--- config.mk ---
export PLATFORM = sky130hd
export DESIGN_NAME = ecall_io_responder
export DESIGN_NICKNAME = d
export VERILOG_FILES = /design/src/rtl/ecall_io_responder_pkg.sv /design/src/rtl/ecall_io_responder_btn_debounce.sv /design/src/rtl/ecall_io_responder.sv
export SDC_FILE = /design/constraint.sdc
export NUM_CORES = 1
export LEC_CHECK = 0
export ABC_AREA = 0
export CAP_MARGIN = 20
export CORE_MARGIN = 2
export CORE_UTILIZATION = 45
export CTS_CLUSTER_DIAMETER = 200
export DETAILED_ROUTE_END_ITERATION = 16
export PLACE_DENSITY = 0.81
export SYNTH_ARGS = -nofsm -noshare
export SYNTH_HDL_FRONTEND = slang
export SYNTH_SLANG_ARGS = --single-unit
export TNS_END_PERCENT = 1
--- constraint.sdc ---
create_clock -name clk -period 4.6 [get_ports clk]
set_clock_uncertainty 0.1 [all_clocks]
set_input_delay 0.92 -clock clk [delete_from_list [all_inputs] [get_ports clk]]
set_output_delay 0.92 -clock clk [all_outputs]
set_load 0.01 [all_outputs]
--- src/rtl/ecall_io_responder_pkg.sv ---
// Shared ecall definitions: syscall codes, responder FSM states, LED masks.
package ecall_io_responder_pkg;

  localparam logic [31:0] ECALL_PRINT_INT = 32'd1;
  localparam logic [31:0] ECALL_READ_INT  = 32'd5;
  localparam logic [31:0] ECALL_EXIT      = 32'd10;
  localparam logic [31:0] ECALL_READ_TEST = 32'd12;

  typedef enum logic [2:0] {
    ST_IDLE,
    ST_WAIT_PRESS,
    ST_WAIT_RELEASE,
    ST_DONE,
    ST_HALT
  } state_e;

  typedef enum logic {
    RD_INT,
    RD_TEST
  } read_kind_e;

  localparam logic [7:0] LED_HALT      = 8'h01;
  localparam logic [7:0] LED_WAIT_TEST = 8'h02;
  localparam logic [7:0] LED_WAIT_INT  = 8'h80;

endpackage

--- src/rtl/ecall_io_responder_btn_debounce.sv ---
// Two-flop synchronizer plus counting debouncer for a raw push button.
module btn_debounce #(
  parameter int unsigned DEBOUNCE_CYCLES = 230000
) (
  input  logic clk,
  input  logic reset,
  input  logic btn_i,
  output logic level_o,
  output logic rise_o,
  output logic fall_o
);

  localparam int unsigned     CW      = $clog2(DEBOUNCE_CYCLES + 1);
  localparam logic [CW-1:0]   CNT_MAX = CW'(DEBOUNCE_CYCLES);

  logic [1:0]    sync_q;
  logic          level_q;
  logic          rise_q;
  logic          fall_q;
  logic [CW-1:0] cnt_q;
  logic [CW-1:0] cnt_d;
  logic [CW-1:0] cnt_inc;
  logic          differ;
  logic          flip;

  // Count consecutive cycles where the synchronized input disagrees with the accepted level.
  always_comb begin
    differ  = sync_q[1] ^ level_q;
    cnt_inc = (cnt_q == CNT_MAX) ? cnt_q : cnt_q + 1'b1;
    flip    = differ && (cnt_inc == CNT_MAX);
    cnt_d   = (!differ || flip) ? '0 : cnt_inc;
  end

  // Synchronizer, accepted level and one-cycle edge pulses aligned with the level change.
  always_ff @(posedge clk or posedge reset) begin
    if (reset) begin
      sync_q  <= '0;
      level_q <= 1'b0;
      rise_q  <= 1'b0;
      fall_q  <= 1'b0;
      cnt_q   <= '0;
    end else begin
      sync_q  <= {sync_q[0], btn_i};
      level_q <= flip ? sync_q[1] : level_q;
      rise_q  <= flip &  sync_q[1];
      fall_q  <= flip & ~sync_q[1];
      cnt_q   <= cnt_d;
    end
  end

  assign level_o = level_q;
  assign rise_o  = rise_q;
  assign fall_o  = fall_q;

endmodule

--- src/rtl/ecall_io_responder.sv ---
// Services CPU ecalls against board I/O: display print, switch/test-select reads, exit.
module ecall_io_responder
  import ecall_io_responder_pkg::*;
#(
  parameter int unsigned DEBOUNCE_CYCLES = 230000
) (
  input  logic        clk,
  input  logic        reset,
  input  logic        ecall_req,
  input  logic [31:0] ecall_code,
  input  logic [31:0] a0_in,
  input  logic [15:0] switch_in,
  input  logic [2:0]  test_sel,
  input  logic        confirm_btn,
  output logic        ecall_done,
  output logic        wb_en,
  output logic [31:0] wb_data,
  output logic [31:0] disp_value,
  output logic [7:0]  led_status
);

  logic btn_level;
  logic btn_rise;
  logic btn_fall;

  btn_debounce #(
    .DEBOUNCE_CYCLES(DEBOUNCE_CYCLES)
  ) u_btn (
    .clk     (clk),
    .reset   (reset),
    .btn_i   (confirm_btn),
    .level_o (btn_level),
    .rise_o  (btn_rise),
    .fall_o  (btn_fall)
  );

  state_e      state_q;
  read_kind_e  kind_q;
  logic        done_q;
  logic        wb_en_q;
  logic [31:0] wb_data_q;
  logic [31:0] rd_data_q;
  logic [31:0] disp_q;
  logic [7:0]  led_q;

  // Ecall FSM with registered outputs. The sampled read value is staged in rd_data_q and
  // only published to wb_data on completion, so an abandoned read leaves wb_data untouched.
  always_ff @(posedge clk or posedge reset) begin
    if (reset) begin
      state_q   <= ST_IDLE;
      kind_q    <= RD_INT;
      done_q    <= 1'b0;
      wb_en_q   <= 1'b0;
      wb_data_q <= '0;
      rd_data_q <= '0;
      disp_q    <= '0;
      led_q     <= '0;
    end else begin
      done_q  <= 1'b0;
      wb_en_q <= 1'b0;
      case (state_q)
        ST_IDLE: begin
          if (ecall_req) begin
            if (ecall_code == ECALL_PRINT_INT) begin
              disp_q  <= a0_in;
              done_q  <= 1'b1;
              state_q <= ST_DONE;
            end else if (ecall_code == ECALL_READ_INT) begin
              kind_q  <= RD_INT;
              led_q   <= LED_WAIT_INT;
              state_q <= ST_WAIT_PRESS;
            end else if (ecall_code == ECALL_READ_TEST) begin
              kind_q  <= RD_TEST;
              led_q   <= LED_WAIT_TEST;
              state_q <= ST_WAIT_PRESS;
            end else if (ecall_code == ECALL_EXIT) begin
              led_q   <= LED_HALT;
              state_q <= ST_HALT;
            end else begin
              done_q  <= 1'b1;
              state_q <= ST_DONE;
            end
          end
        end
        ST_WAIT_PRESS: begin
          if (!ecall_req) begin
            led_q   <= '0;
            state_q <= ST_IDLE;
          end else if (btn_rise && btn_level) begin
            rd_data_q <= (kind_q == RD_INT) ? {16'h0, switch_in} : {29'h0, test_sel};
            state_q   <= ST_WAIT_RELEASE;
          end
        end
        ST_WAIT_RELEASE: begin
          if (!ecall_req) begin
            led_q   <= '0;
            state_q <= ST_IDLE;
          end else if (btn_fall) begin
            wb_data_q <= rd_data_q;
            wb_en_q   <= 1'b1;
            done_q    <= 1'b1;
            led_q     <= '0;
            state_q   <= ST_DONE;
          end
        end
        ST_DONE: begin
          state_q <= ST_IDLE;
        end
        ST_HALT: begin
          led_q   <= LED_HALT;
          state_q <= ST_HALT;
        end
        default: begin
          led_q   <= '0;
          state_q <= ST_IDLE;
        end
      endcase
    end
  end

  assign ecall_done = done_q;
  assign wb_en      = wb_en_q;
  assign wb_data    = wb_data_q;
  assign disp_value = disp_q;
  assign led_status = led_q;

endmodule

==> results.ini, run 1 <==
[detailed_routing]
first_pass_iters=4
routedWlPerCell_um=15.5
avgViaCountPerCell=5.13
drcViolationCount=0
ant_nets=0
postRouteWirelength_mm=10.4
drt_iter0_markers=121
vias=3434

[floorplan]
start_util_pct=45.9
die-area_um2=10700
io_pins=161
dieWidth_um=103
core_um2=9680
rows=36
die_h_um=103

[clock_tree]
ctsHoldBuffers=0
clk_pin_slew_ns=0.10
cts-resized-gates=0
cts_buffer_depth=2
htreeDepth=3
clk_latency_ns=0.36
cts_tree=built
clock-sinks=96
cts-root-buf=clkbuf_8
numCtsBuffers=9
post-cts-setup-buffer-count=0

[synthesis]
syn_avg_cell_area_um2=11.4
ys.flop_type=dfrtp_1
syn-cell-area_um2=4450
synth_edf_count=0
synth_top_area_share_pct=54.0
synth_area_leaders=dfrtp_1 (54%), mux2_2 (12%), buf_4 (3.5%)
yosysUniqueCellTypes=55
synth_warnings=0
ys_ff_latch=96
yosys-top-cells-count=dfrtp_1 (96), mux2_2 (48), nand2_1 (42), buf_4 (21), nand3_1 (20)
synthArstFlopShare_pct=100
syn_inst=390
seq_area_frac_synth_pct=54.0
synth_most_common_cell=dfrtp_1
synth_top_area_cell=dfrtp_1

[worst_setup_path]
cp.required_ns=4.73
path_max_fanout=7
cp.arrival_ns=3.22
path_class=in2reg
endpoint_kind=register
startpoint_type=input pin

[timing]
rsz0062_at_grt=false
min_period_over_period_pct=67.2
tightest_slew_ns=0.881
setup_viol=0
period_minus_slack_ns=3.09
whs_ns=0.294
slew_viol_final=0
clock.fmax_mhz=323
setup_slack_ns=1.51
finalSetupTns_ns=0
timing_hold_violations_final=0
slew-limit-headroom_pct=41.1

[grt]
grt_pass1_vias=3366
grt_max_degree=36
antenna_found_initial=0
grt_overflow=0
grt_usage_pct=19.0
grt_pass1_wl_mm=15.8

[finish]
diodes=0
layout-drive-gt1-share_pct=16.4
area_growth_pct=37.2
nets=621
fillerInstances=769
final_cells=670

[placement]
io_buffers=139
place_congestion=0.925
post-place-ws_ns=1.15
place.detailed.hpwl_mm=7.72
placed_cells=654

[power]
power_uw=1660
vdd_drop_max_mv=0.246
power_leakage_uw=0.00276
p_per_area_nw_per_um2=273

[hold_path]
hold_class=reg2reg

[run_status]
status=finished clean

[run]
drv_cap=0

==> stage by stage <==
stage | utilization (%) | area, um2
floorplan | - | 4520
global placement | 61.1 | 5920
detailed placement | 61.1 | 5920
CTS | 63.0 | 6100
global route | 63.0 | 6100
finish | 63.0 | 6100
==> routing by layer <==
metal  part of all wire (%)  vias to the layer above  GRT usage [%]
li1                       -                     1627              -
met1                     40                     1655           23.2
met2                     50                      137           32.9
met3                    8.4                       15           5.11
met4                    1.4                        0           5.67
met5                      0                        -              0
==> cell families (layout without fill, tap and decap cells) <==
family	count (synthesis)	count (layout)	synth area share (%)
buf+inv	46	173	5.77
xor+xnor	15	15	2.95
other cells	1	21	0.0843
mux	53	53	13.3
flops	96	96	54.0
fa+ha+maj	2	2	0.562
simple gates	143	143	18.0
compound gates	34	34	5.32
==> worst max-delay path, cell delays in order <==
cell             delay, ns
clkdlybuf4s50_1       0.56
nor4bb_1              0.41
a31oi_1               0.07
nor3_1                0.31
o221ai_1              0.33
nor4_1                0.48
o22ai_1               0.13
==> power by group <==
part | switching, uW | internal (uW)
clock network | 319 | 208
logic | 118 | 128
registers | 26.6 | 865
total | 463 | 1200
==> flip-flops by register name, indices dropped and copies added (netlist names), 2 cells and up <==
name / flops
state_q: 3
disp_value: 32
wb_data: 16
rd_data_q: 16
led_status: 3
u_btn.cnt_q: 18
u_btn.sync_q: 2
==> path summary, 6_finish.rpt <==
kind	start	end	slack, ns	cells after the start
worst min register to register	u_btn.sync_q[0]	u_btn.sync_q[1]	0.29	0
max in group asynchronous	reset	state_q[2]	2.77	3
worst max-delay path	ecall_code[2]	kind_q	1.51	7
worst max register to register	u_btn.cnt_q[1]	u_btn.level_o	1.57	7
worst min-delay path	u_btn.sync_q[0]	u_btn.sync_q[1]	0.29	0
min in group asynchronous	reset	disp_value[19]	0.80	2
==> cell type report <==
type                       instances  area [um2]  share of cell area (%)
inverter                          14        53.8                   0.882
multi-input combinational        268        1870                    30.7
tap                              133         166                    2.73
sequential                        96        2400                    39.4
timing repair buffer             143        1420                    23.3
clock buffer                       9         124                    2.03
clock inverter                     7        60.1                   0.984
==> layout by cell type (no fill, tap or decap), types with 2 or more instances in the layout <==
cell type	Yosys	final
and4_2	2	2
xnor2_1	11	11
nor4_4	1	2
nand2b_1	3	3
and2_1	2	2
or3_1	3	3
nand4_2	2	2
clkdlybuf4s50_1	0	139
dfrtp_1	96	96
mux2i_1	4	4
nor4bb_1	2	2
o22ai_1	3	3
and3_2	2	2
nor4_1	12	12
buf_4	21	4
conb_1	1	21
ha_1	2	2
clkbuf_8	0	9
nor3_1	16	16
mux2_2	48	48
nand3_1	20	20
inv_1	14	13
clkinv_2	0	2
o21ai_0	10	10
inv_6	0	4
nor4b_1	3	3
a211oi_1	4	4
a21oi_1	2	2
xor2_1	4	4
nand2_1	42	42
nor2_1	16	16
a31oi_1	3	3
nand4_1	4	4
nand3_2	2	2
No activity file was read; power rests on OpenSTA's default activity.
==> run 2, diff against run 1 <==
--- a/config.mk
+++ b/config.mk
@@ -8,10 +8,10 @@
 export ABC_AREA = 0
 export CAP_MARGIN = 20
 export CORE_MARGIN = 2
-export CORE_UTILIZATION = 45
+export CORE_UTILIZATION = 41
 export CTS_CLUSTER_DIAMETER = 200
 export DETAILED_ROUTE_END_ITERATION = 16
-export PLACE_DENSITY = 0.81
+export PLACE_DENSITY = 0.77
 export SYNTH_ARGS = -nofsm -noshare
 export SYNTH_HDL_FRONTEND = slang
 export SYNTH_SLANG_ARGS = --single-unit
==> constraint.sdc (replaced) <==
create_clock -name clk -period 2.6 [get_ports clk]
set_clock_uncertainty 0.1 [all_clocks]
set_input_delay 0.52 -clock clk [delete_from_list [all_inputs] [get_ports clk]]
set_output_delay 0.52 -clock clk [all_outputs]
set_load 0.01 [all_outputs]
==> results.ini, run 2 (synthesized netlist as in run 1, its figures left out) <==
[placement]
post-place-ws_ns=-0.367  ; was 1.15 ns
place.detailed.hpwl_mm=7.68  ; was 7.72 mm
io_buffers=139  ; unchanged
place_congestion=0.888  ; was 0.925
placed_cells=687  ; was 654

[timing]
rsz0062_at_grt=true  ; was false
min_period_over_period_pct=98.9
setup_viol=0  ; unchanged
slew_viol_final=0  ; unchanged
tightest_slew_ns=0.560  ; was 0.881 ns
setup_slack_ns=0.0285  ; was 1.51 ns
slew-limit-headroom_pct=62.6  ; was 41.1%
clock.fmax_mhz=389
timing_hold_violations_final=0  ; unchanged
period_minus_slack_ns=2.57

[worst_setup_path]
path_max_fanout=6  ; was 7
endpoint_kind=register  ; unchanged
path_class=reg2reg  ; was in2reg
cp.required_ns=2.75  ; was 4.73 ns
startpoint_type=register  ; was input pin
r2r_cells=7  ; unchanged
cp.arrival_ns=2.72  ; was 3.22 ns

[run]
drv_cap=0  ; unchanged

[grt]
antenna_found_initial=0  ; unchanged
grt_use_met2_pct=32.0  ; was 32.9%
gr-usage-met1_pct=21.5  ; was 23.2%
busiest_layer=met2  ; unchanged
grt_max_degree=40  ; was 36
use_met3_pct=3.80  ; was 5.11%
grt_usage_pct=18.0  ; was 19.0%
grt_pass1_wl_mm=16.7  ; was 15.8 mm
grt_pass1_vias=3649  ; was 3366
grt_overflow=0  ; unchanged

[detailed_routing]
routedWlPerCell_um=15.4  ; was 15.5 um
avgViaCountPerCell=5.08  ; was 5.13
ant_nets=0  ; unchanged
vias=3586  ; was 3434
postRouteWirelength_mm=10.9  ; was 10.4 mm
drcViolationCount=0  ; unchanged
drt_iter0_markers=143  ; was 121
first_pass_iters=4  ; unchanged

[floorplan]
core_um2=10700  ; was 9680 um2
start_util_pct=41.6  ; was 45.9%
rows=38  ; was 36
dieWidth_um=108  ; was 103 um
io_pins=161  ; unchanged
die_h_um=108  ; was 103 um
die-area_um2=11700  ; was 10700 um2

[power]
power_leakage_uw=0.00294  ; was 0.00276 uW
vdd_drop_max_mv=0.243  ; was 0.246 mV
p_per_area_nw_per_um2=451  ; was 273 nW/um2
power_uw=2940  ; was 1660 uW

[finish]
mostFrequentLayoutCell=clkdlybuf4s50_1  ; unchanged
fillerInstances=850  ; was 769
utilization_pct=60.9  ; was 63.0%
area_growth_pct=46.6  ; was 37.2%
nets=650  ; was 621
final_cells=706  ; was 670
largest_register_ffs=32  ; unchanged
layout-drive-gt1-share_pct=23.3  ; was 16.4%
final_cell_mix=clkdlybuf4s50_1 (139), dfrtp_1 (94), mux2_2 (48)  ; was clkdlybuf4s50_1 (139), dfrtp_1 (96), mux2_2 (48)
diodes=0  ; unchanged

[clock_tree]
htreeDepth=3  ; unchanged
cts_buffer_depth=2  ; unchanged
cts-root-buf=clkbuf_8  ; unchanged
ctsHoldBuffers=0  ; unchanged
cts_tree=built  ; unchanged
clk_latency_ns=0.37  ; was 0.36 ns
numCtsBuffers=9  ; unchanged
clock-sinks=96  ; unchanged
clk_pin_slew_ns=0.08  ; was 0.10 ns

[hold_path]
hold_class=reg2reg  ; unchanged
hold_depth=0  ; unchanged

[run_status]
status=finished clean  ; unchanged

==> run 2: cell count changes in the layout (fill, tap and decap cells not counted), moves of 3 or more <==
cell and change:
buf_4 +22, buf_12 +3, nor4_1 -7, nor4_2 +5, inv_6 -3, clkbuf_1 +3
==> run 2: final cells by class <==
class                      count  area, um2  area share, %
sequential                    96       2400           36.9
multi-input combinational    268       2010           30.8
timing repair buffer         172       1710           26.2
tap                          140        175           2.69
clock buffer                  12        135           2.07
inverter                      14       56.3          0.864
clock inverter                 4       30.0          0.461
==> run 2: where the power goes <==
group / leakage, uW / switching [uW] / total [uW] / internal [uW]
clock network: 0.0000810 / 520 / 873 / 353
registers: 0.00132 / 45.8 / 1580 / 1530
logic: 0.00154 / 230 / 490 / 260
==> run 2: layer usage <==
metal  vias to the layer above  share of wire [%]
li1                       1683                  -
met1                      1769                 40
met2                       118                 52
met3                        16                7.1
met4                         0                1.3
met5                         -                  0
==> run 2: worst paths after layout <==
path                            slack [ns]       startpoint         endpoint
worst min-delay path                  0.25  u_btn.sync_q[0]  u_btn.sync_q[1]
min in group asynchronous             0.45            reset   disp_value[29]
worst max register to register        0.03   u_btn.cnt_q[2]    u_btn.level_o
max in group asynchronous             1.37            reset   u_btn.cnt_q[2]
worst max-delay path                  0.03   u_btn.cnt_q[2]    u_btn.level_o
worst min register to register        0.25  u_btn.sync_q[0]  u_btn.sync_q[1]
==> run 2: repair_timing <==
item / in CTS / in global routing
cloned: 0 / 1
gates resized for setup: 1 / 27
pin swaps: 0 / 8
setup endpoints to repair: 1 / 53
buffers inserted: 0 / 2
==> run 2: worst max-delay path: stages (launching register included) <==
cell	delay, ns
dfrtp_1	0.49
and3_2	0.24
or3_2	0.43
a22oi_2	0.20
nand4_2	0.12
buf_4	0.17
nor4_4	0.35
mux2_2	0.37
==> run 2: per-stage QoR <==
stage	instance area, um2	TNS [ns]	hold slack (ns)
after floorplan	4530	0	0.231
after global placement	6160	-10.57	0.240
after detailed placement	6160	-11.42	0.235
after CTS	6330	0	0.254
after global routing	6520	-0.101	0.274
final	6520	0	0.253
